### config.mk
export PLATFORM = sky130hd
export DESIGN_NAME = output_arbiter_flat
export DESIGN_NICKNAME = d
export VERILOG_FILES = /design/src/rtl/output_arbiter_if.sv /design/src/rtl/output_arbiter.sv /design/src/flat_wrapper.sv
export SDC_FILE = /design/constraint.sdc
export NUM_CORES = 1
export LEC_CHECK = 0
export CELL_PAD_IN_SITES_DETAIL_PLACEMENT = 1
export CELL_PAD_IN_SITES_GLOBAL_PLACEMENT = 2
export CORE_MARGIN = 4
export CORE_UTILIZATION = 30
export CTS_CLUSTER_SIZE = 24
export DETAILED_ROUTE_END_ITERATION = 10
export PLACE_DENSITY_LB_ADDON = 0.15
export SLEW_MARGIN = 20
export SYNTH_ARGS = -nofsm -noshare
export SYNTH_HDL_FRONTEND = slang
export SYNTH_SLANG_ARGS = --single-unit
### constraint.sdc
create_clock -name clk -period 7.2 [get_ports clk]
set_clock_uncertainty 0.1 [all_clocks]
set_input_delay 1.44 -clock clk [delete_from_list [all_inputs] [get_ports clk]]
set_output_delay 1.44 -clock clk [all_outputs]
set_load 0.02 [all_outputs]
### src/rtl/output_arbiter_if.sv
// Request/grant bundle between the contending input routers and one output-port arbiter.
// The arbiter takes the slave view; the routers (or a bench) take the master view.
interface output_arbiter_if #(
  parameter int NUM_REQ = 5
);
  logic [NUM_REQ-1:0] req_i;
  logic [NUM_REQ-1:0] tail_i;
  logic               ready_i;
  logic [NUM_REQ-1:0] grant_o;
  logic               valid_o;
  logic               lock_o;
  logic               timeout_o;

  modport master (
    output req_i, tail_i, ready_i,
    input  grant_o, valid_o, lock_o, timeout_o
  );

  modport slave (
    input  req_i, tail_i, ready_i,
    output grant_o, valid_o, lock_o, timeout_o
  );
endinterface

### src/rtl/output_arbiter.sv
// Round-robin wormhole arbiter for one router output port: locks onto a packet until its tail transfers.
// Optional stall watchdog enabled by defining ARB_TIMEOUT_EN.
module output_arbiter #(
  parameter int NUM_REQ        = 5,
  parameter int TIMEOUT_CYCLES = 16
) (
  input  logic            clk,
  input  logic            arst,
  output_arbiter_if.slave bus
);
  localparam int PTR_W = (NUM_REQ > 1) ? $clog2(NUM_REQ) : 1;

  typedef enum logic [0:0] {
    IDLE   = 1'b0,
    LOCKED = 1'b1
  } state_e;

  state_e             state_q, state_d;
  logic [NUM_REQ-1:0] grant_q, grant_d;
  logic [PTR_W-1:0]   owner_q, owner_d;
  logic [PTR_W-1:0]   rr_ptr_q, rr_ptr_d;
  logic               timeout_q, timeout_d;

  logic               sel_found_s;
  logic [PTR_W-1:0]   sel_idx_s;
  logic [PTR_W-1:0]   cand_idx_s;
  int                 cand_sum_s;
  logic               valid_s;
  logic               xfer_s;
  logic               release_s;

`ifdef ARB_TIMEOUT_EN
  localparam int CNT_W = $clog2(TIMEOUT_CYCLES + 1);
  logic [CNT_W-1:0] stall_q, stall_d;
`endif

  assign valid_s = |(grant_q & bus.req_i);
  assign xfer_s  = valid_s & bus.ready_i;

  // Cyclic first-set search starting at the round-robin pointer.
  always_comb begin
    sel_found_s = 1'b0;
    sel_idx_s   = '0;
    cand_sum_s  = 0;
    cand_idx_s  = '0;
    for (int k = 0; k < NUM_REQ; k++) begin
      cand_sum_s = int'(rr_ptr_q) + k;
      cand_idx_s = (cand_sum_s >= NUM_REQ) ? PTR_W'(cand_sum_s - NUM_REQ) : PTR_W'(cand_sum_s);
      if (!sel_found_s && bus.req_i[cand_idx_s]) begin
        sel_found_s = 1'b1;
        sel_idx_s   = cand_idx_s;
      end else begin
        sel_found_s = sel_found_s;
      end
    end
  end

  // Next-state logic: grant on request in IDLE, hold the lock until tail transfer or watchdog.
  always_comb begin
    state_d   = state_q;
    grant_d   = grant_q;
    owner_d   = owner_q;
    rr_ptr_d  = rr_ptr_q;
    timeout_d = 1'b0;
    release_s = 1'b0;
`ifdef ARB_TIMEOUT_EN
    stall_d   = '0;
`endif
    case (state_q)
      IDLE: begin
        if (sel_found_s) begin
          state_d = LOCKED;
          grant_d = {{(NUM_REQ-1){1'b0}}, 1'b1} << sel_idx_s;
          owner_d = sel_idx_s;
        end else begin
          grant_d = '0;
        end
      end
      LOCKED: begin
        if (xfer_s && bus.tail_i[owner_q]) begin
          release_s = 1'b1;
`ifdef ARB_TIMEOUT_EN
        end else if (!xfer_s) begin
          // The edge on which the counter would reach the limit is the forced release.
          if (stall_q == CNT_W'(TIMEOUT_CYCLES - 1)) begin
            release_s = 1'b1;
            timeout_d = 1'b1;
          end else begin
            stall_d = stall_q + {{(CNT_W-1){1'b0}}, 1'b1};
          end
`endif
        end else begin
          release_s = 1'b0;
        end
        if (release_s) begin
          state_d  = IDLE;
          grant_d  = '0;
          rr_ptr_d = (owner_q == PTR_W'(NUM_REQ - 1)) ? '0 : owner_q + {{(PTR_W-1){1'b0}}, 1'b1};
        end else begin
          state_d = LOCKED;
        end
      end
      default: begin
        state_d = IDLE;
        grant_d = '0;
      end
    endcase
  end

  // State and registered outputs; reset wins over every other event.
  always_ff @(posedge clk) begin
    if (arst) begin
      state_q   <= IDLE;
      grant_q   <= '0;
      owner_q   <= '0;
      rr_ptr_q  <= '0;
      timeout_q <= 1'b0;
`ifdef ARB_TIMEOUT_EN
      stall_q   <= '0;
`endif
    end else begin
      state_q   <= state_d;
      grant_q   <= grant_d;
      owner_q   <= owner_d;
      rr_ptr_q  <= rr_ptr_d;
      timeout_q <= timeout_d;
`ifdef ARB_TIMEOUT_EN
      stall_q   <= stall_d;
`endif
    end
  end

  assign bus.grant_o   = grant_q;
  assign bus.valid_o   = valid_s;
  assign bus.lock_o    = (state_q == LOCKED);
  assign bus.timeout_o = timeout_q;

endmodule

### src/flat_wrapper.sv
// flat-port wrapper written by rule: the top's interface ports become plain ports
module output_arbiter_flat 
#(
  parameter int NUM_REQ        = 5,
  parameter int TIMEOUT_CYCLES = 16
)
  (clk, arst, bus_req_i, bus_tail_i, bus_ready_i, bus_grant_o, bus_valid_o, bus_lock_o, bus_timeout_o);
  output_arbiter_if #(.NUM_REQ(NUM_REQ)) bus_i ();
  input  logic clk;
  input  logic arst;
  input wire logic [$bits(bus_i.req_i)-1:0] bus_req_i;
  input wire logic [$bits(bus_i.tail_i)-1:0] bus_tail_i;
  input wire logic [$bits(bus_i.ready_i)-1:0] bus_ready_i;
  output wire logic [$bits(bus_i.grant_o)-1:0] bus_grant_o;
  output wire logic [$bits(bus_i.valid_o)-1:0] bus_valid_o;
  output wire logic [$bits(bus_i.lock_o)-1:0] bus_lock_o;
  output wire logic [$bits(bus_i.timeout_o)-1:0] bus_timeout_o;
  assign bus_i.req_i = bus_req_i;
  assign bus_i.tail_i = bus_tail_i;
  assign bus_i.ready_i = bus_ready_i;
  assign bus_grant_o = bus_i.grant_o;
  assign bus_valid_o = bus_i.valid_o;
  assign bus_lock_o = bus_i.lock_o;
  assign bus_timeout_o = bus_i.timeout_o;
  output_arbiter #(.NUM_REQ(NUM_REQ), .TIMEOUT_CYCLES(TIMEOUT_CYCLES)) u_core (.clk(clk), .arst(arst), .bus(bus_i));
endmodule
* Word level (Yosys, flattened, before mapping) *
Cells that the tools add are included.

storage, ports and cells
  bits of input ports = 13
  bits in registers = 12

operators by class
  mux-type cells = 36
  reductions and logical operators = 12
  bitwise operators = 3
  eq/ne operators = 2
  $lt $le $gt $ge = 11
  shift operators = 1
  add/subtract/negate cells = 10

operators by type and width
  operator             number
  $mux 3               11
  $lt 3x4->1 const B   6
  $bmux 1 s3           6
  $ge 4x3->1 const B   4
  $mux 1               15
  $sub 3x3->3 const B  5
  $mux 5               2
  $pmux 5 s2           1
  $add 3x2->4 const B  2
  $and 5x5->5          1
  $logic_and 1x1->1    5
  $reduce_or 5->1      1
  $shl 1x3->5 const A  1
  $add 3x1->4 const B  1
  $add 3x3->4 const B  1
  $logic_not 1->1      4
  $reduce_and 2->1     2
  $add 3x1->3 const B  1
  $eq 3x3->1 const B   1
  $ge 3x3->1 const B   1
  $ne 2x2->1 const B   1
  $pmux 1 s2           1
  $and 1x1->1          1
  $not 1->1            1

* Logic depth before layout (Yosys ltp) *
  depth after elaboration = 20
  gate-level depth with buffers = 14
  mapped depth without buffers = 12

* Worst setup path after synthesis *
Ideal clock, no wire load.

  path type = input-to-output
  start = input bus_req_i[1]
  end = output bus_valid_o
  slack = 3.702 ns
  stages = 2
  arrival time = 1.958 ns
  cell sequence = a222oi_1 -> nand2_1

on the way
  word-level cells in the longest chain between the ends = 2

ends and longest elaborated chain
  item             line                  source
  from (decl)      flat_wrapper.sv:11    input wire logic [$bits(bus_i.req_i)-1:0] bus_req_i;
  $and 5x5->5      output_arbiter.sv:37  assign valid_s = |(grant_q & bus.req_i);
  $reduce_or 5->1  output_arbiter.sv:37
  to (decl)        flat_wrapper.sv:15    output wire logic [$bits(bus_i.valid_o)-1:0] bus_valid_o;

Every way passes these cells.

* Worst setup path in the final report *
Ends and elaborated chain as after synthesis.

==> results summary <==
The startpoint identified for the worst hold timing path is u_core.bus.grant_o[3]. In this run the static leakage power is about 0.00075 uW. For this design, the sink count on the clock tree is 12. The core region is about 5600 sq um.

The number of cells on the worst hold path came out at 2. The maximum level of the CTS H-tree came out at 1. The number of buffer and inverter stages on the critical path came out at 2. The number of global-route vias before repair is ~1800. The number of gates resized after CTS was 0. Clock latency on the worst-skew pair, taken at its later pin, is roughly 0.23 ns. The total iterations of the first detailed-routing run came out at 4. Of the total synthesized cell area, the portion taken by XOR and XNOR cells is roughly 2.5%. The share of the yosys chip area belonging to registers came out at a little over an eighth.

The sequential power share came out at 30.9%. The leading cell type by number of instances after synthesis is sky130_fd_sc_hd__nand2_1. The hold buffer count at CTS is 0. For this configuration, the core starts out at a cell density of around a third.

By area, the combinational part of the netlist is dominated by compound AO/OA/AOI/OAI gates. The clock network power share came out at a little under a quarter. The top-level port count came out at 21. The category of cells accounting for the largest share of critical-path delay is buffers and inverters. The post-CTS clock slew at the launch and capture registers of the worst setup and hold paths came out at approximately 0.050 ns. The commonest cells after synthesis are sky130_fd_sc_hd__nand2_1, sky130_fd_sc_hd__a21oi_1, sky130_fd_sc_hd__dfxtp_1, sky130_fd_sc_hd__inv_1, sky130_fd_sc_hd__nor2_1. Averaged over all synthesized cells, the footprint is 7.743 sq um. The switching portion of total power is 37.93%. The synthesized netlist devotes 37.07% of its cell area to compound gates. The reported max-cap violation count is 0. From bottom edge to top edge, the die measures approximately 85 um. The fraction of synthesized cell area taken by the top area cell type is 13.61%. The post-placement setup slack is ~2.5 ns. The number of cell instances on the worst register-to-register path is 10. The maximum number of pins on one net before global-route repair is 29.

In this run, synthesis produced a sequential element count of 12. Summed over all failing endpoints, the final setup total negative slack is 0 ns. For this block, the initial DRC count from the detailed router was 87.

The total number of placement rows is 27. The share of synthesized cell area in full adder, half adder and majority cells is a little over 8%. The total global-route track usage came out at between 10% and 20%. TritonCTS built the clock tree. The area of the die is about 7200 sq um. Of the post-synthesis cell area, the part taken by muxes is 6.166%.

The portion of total power attributed to combinational logic came out at a little under half. The number of warnings reported in the yosys synthesis log came out at 0. The overall die width came out at ~85 um. Timing would allow up to 213.4 MHz. The number of different library cells in the post-synthesis netlist is 62. Setup repair after global routing left no endpoint under its margin. By area the synthesized netlist is led by sky130_fd_sc_hd__dfxtp_1, sky130_fd_sc_hd__ha_1, sky130_fd_sc_hd__a21oi_1, sky130_fd_sc_hd__nand2_1, sky130_fd_sc_hd__nor2b_1. The number of cells on the critical path is 4. The worst pin sits at a relative slew slack of between 40% and 50%.

STA classifies the critical path endpoint as an output port. The final number of hold-violating endpoints came out at 0. The critical register-to-register path startpoint is u_core.rr_ptr_q[1]. The cell type of the slowest stage on the worst timing path is sky130_fd_sc_hd__clkdlybuf4s50_1. Across all register-to-register paths, the minimum setup slack is between 3 and 4 ns. The area growth from synthesis to final layout is 14.81%. The number of antenna violations at the first check in global routing is 0.

The detailed-route wire length per cell is 17.63 um. The number of slew-limit violations in the final report came out at 0. The synthesized design spends more area on one cell type than any other, namely sky130_fd_sc_hd__dfxtp_1. The terminus of the critical flop-to-flop path is u_core.bus.grant_o[0].

The fill cell instance count of the final layout is 722. The final worst setup slack came out at between 2 and 3 ns. The first global-routing pass estimated a little over 9000 um of wire. After synthesis, the share of flip-flops with an asynchronous set or reset is 0%. The per-cell via count in the routed design came out at between 5 and 6.

The post-synthesis cell count came out at about 230. The remaining antenna violation count after routing is 0. The number of I/O port buffers is 19. The type of the most critical hold path is register to register. When the netlist entered floorplanning its net count stood at 252.

The final period utilization is between 60 and 70%. Once placement finished, the instance area stood at roughly 2000 sq um. Of the cells placed in the final design, the portion with a size suffix greater than 1 is under 10%. The synthesized netlist occupies a cell area of ~1800 sq um. The data arrival at the endpoint of the critical path is 3.15 ns. The pin slew with the least headroom to its limit is approximately 0.8 ns. Setup violations remaining at the end of the flow were counted as 0.

The worst setup path is of the input pin to output port kind. Buffers added to address setup during post-CTS repair amount to 0. The post-layout minimum cycle time is ~4.7 ns. Walking the worst path, the cells encountered are clkdlybuf4s50_1 > a222oi_1 > nand2_1 > clkdlybuf4s50_1. The number of vias in the routed layout is between 1500 and 2000. The tightest hold margin came out at 0.3875 ns. After the last flow step, the layout net total stands at ~270.

The number of antenna cells inserted came out at 0. The cell-internal power is 160.8 uW. The final layout contains routed wiring with a total length of 5518 um. The flow ran to the end, and the final reports show no timing, DRC or antenna violations.

Dividing total power by cell area gives a power density of ~130 nW/um^2. At the worst endpoint, the required time is 5.66 ns. The worst setup path is launched from an input pin. The most numerous cell type found on the critical path is sky130_fd_sc_hd__clkdlybuf4s50_1.

Counting the buffers created by CTS gives 3. Routability-driven placement finished with a final weighted congestion of about 0.83. Among all flip-flop cells after synthesis, the most frequent one is sky130_fd_sc_hd__dfxtp_1. In this run the worst path has a maximum fanout of 7. The synthesized netlist devotes between 20% and 30% of its cell area to simple gates. The final design area excluding fillers is just over 2000 sq um. Detailed placement ended at an HPWL of between 4000 and 5000 um. Summed over all nets, the switching power comes to 98.27 uW. The number of enable-type register cells in the synthesized netlist came out at 0. The peak supply drop is 0.00008657 V. For hold timing, the worst endpoint is u_core.bus.grant_o[3]. The total congestion overflow after global routing is 0. The buffer type at the clock tree root is sky130_fd_sc_hd__clkbuf_8. After detailed routing, the number of remaining DRC violations is 0. The delay of the slowest critical-path stage came out at 0.59 ns. The longest clock path from root to sink contains 2 buffers.
## power by group through the flow
stage | combinational (uW) | clock (uW) | sequential (uW)
global route | 132 | 62.5 | 81.1
detailed placement | 120 | 0 | 81.7
floorplan | 80.9 | 0 | 82.1
global placement | 121 | 0 | 82.1
finish | 120 | 58.6 | 80.2
CTS | 121 | 60.1 | 80.3
## through the flow
step                utilization (%)  instances  total power, uW
finish                        36.14        313            259.1
global placement              35.41        310            202.8
CTS                           36.14        313            261.3
global route                  36.14        313            276.0
detailed placement            35.41        310            202.0
floorplan                         -        228            163.0
## registers in the layout, summed over array words and instances (netlist names)
| register | cells |
|---|---|
| u_core.rr_ptr_q | 3 |
| u_core.bus.lock_o | 1 |
| u_core.owner_q | 3 |
| u_core.bus.grant_o | 5 |
## worst register-to-register path, cell delays in order (launching register included)
cell and delay [ns]:
sky130_fd_sc_hd__dfxtp_1 0.78, sky130_fd_sc_hd__inv_1 0.22, sky130_fd_sc_hd__ha_1 0.56, sky130_fd_sc_hd__nor2b_1 0.38, sky130_fd_sc_hd__o31ai_1 0.14, sky130_fd_sc_hd__a221oi_1 0.65
sky130_fd_sc_hd__o2111ai_4 0.23, sky130_fd_sc_hd__nor3_4 0.24, sky130_fd_sc_hd__a22oi_2 0.11, sky130_fd_sc_hd__a211o_1 0.34, sky130_fd_sc_hd__o32ai_2 0.25
## logic make-up after synthesis
family,after synthesis
adder cells (fa/ha/maj),11
multiplexers,8
AO/OA/AOI/OAI,82
buffers and inverters,22
flip-flops,12
XOR/XNOR,5
other,1
AND/OR/NAND/NOR,87
## how the worst max path moves through the flow
| stage | from | to |
|---|---|---|
| after floorplan | bus_req_i[1] | bus_valid_o |
| after global placement | bus_req_i[1] | bus_valid_o |
| after global routing | bus_req_i[1] | bus_valid_o |
| after detailed placement | bus_req_i[1] | bus_valid_o |
| final | bus_req_i[1] | bus_valid_o |
| after CTS | bus_req_i[1] | bus_valid_o |
## metal layers
layer | global-route usage [%] | wire, um | part of all wire (%)
met1 | 20.91 | 2680 | 49
met5 | 0 | 0 | 0
met4 | 2.158 | 28 | 0.51
met2 | 26.62 | 2663 | 48
met3 | 0.6869 | 145 | 2.6
## cell type report
class	instances	area, sq um	area share [%]
clock buffer	3	41.29	2.037
timing repair buffer	20	197.7	9.753
tap	72	90.09	4.444
multi-input combinational	194	1413	69.69
inverter	12	45.04	2.222
sequential	12	240.2	11.85
## cell usage in the layout (no fill, tap or decap), types with 3 or more instances in the layout
cell type / Yosys / final
sky130_fd_sc_hd__o22ai_1: 4 / 4
sky130_fd_sc_hd__or2_2: 4 / 4
sky130_fd_sc_hd__mux2_2: 3 / 3
sky130_fd_sc_hd__ha_1: 10 / 10
sky130_fd_sc_hd__mux2i_1: 3 / 3
sky130_fd_sc_hd__o31ai_1: 4 / 4
sky130_fd_sc_hd__nand3b_1: 3 / 3
sky130_fd_sc_hd__xnor2_1: 3 / 3
sky130_fd_sc_hd__nor2_1: 12 / 12
sky130_fd_sc_hd__nand2_1: 25 / 25
sky130_fd_sc_hd__o21ai_0: 6 / 6
sky130_fd_sc_hd__inv_1: 12 / 12
sky130_fd_sc_hd__nand2b_1: 8 / 8
sky130_fd_sc_hd__a211oi_1: 4 / 4
sky130_fd_sc_hd__dfxtp_1: 12 / 12
sky130_fd_sc_hd__nor3_1: 6 / 6
sky130_fd_sc_hd__a21o_1: 3 / 3
sky130_fd_sc_hd__o221ai_1: 3 / 3
sky130_fd_sc_hd__clkdlybuf4s50_1: 0 / 19
sky130_fd_sc_hd__and3_1: 4 / 4
sky130_fd_sc_hd__a21oi_1: 21 / 21
sky130_fd_sc_hd__a211o_1: 5 / 5
sky130_fd_sc_hd__nand4_1: 3 / 3
sky130_fd_sc_hd__nand3_1: 6 / 6
sky130_fd_sc_hd__nor2b_1: 11 / 11
sky130_fd_sc_hd__clkbuf_8: 0 / 3
sky130_fd_sc_hd__o211ai_1: 3 / 3
(Power assumes the default switching activity.)
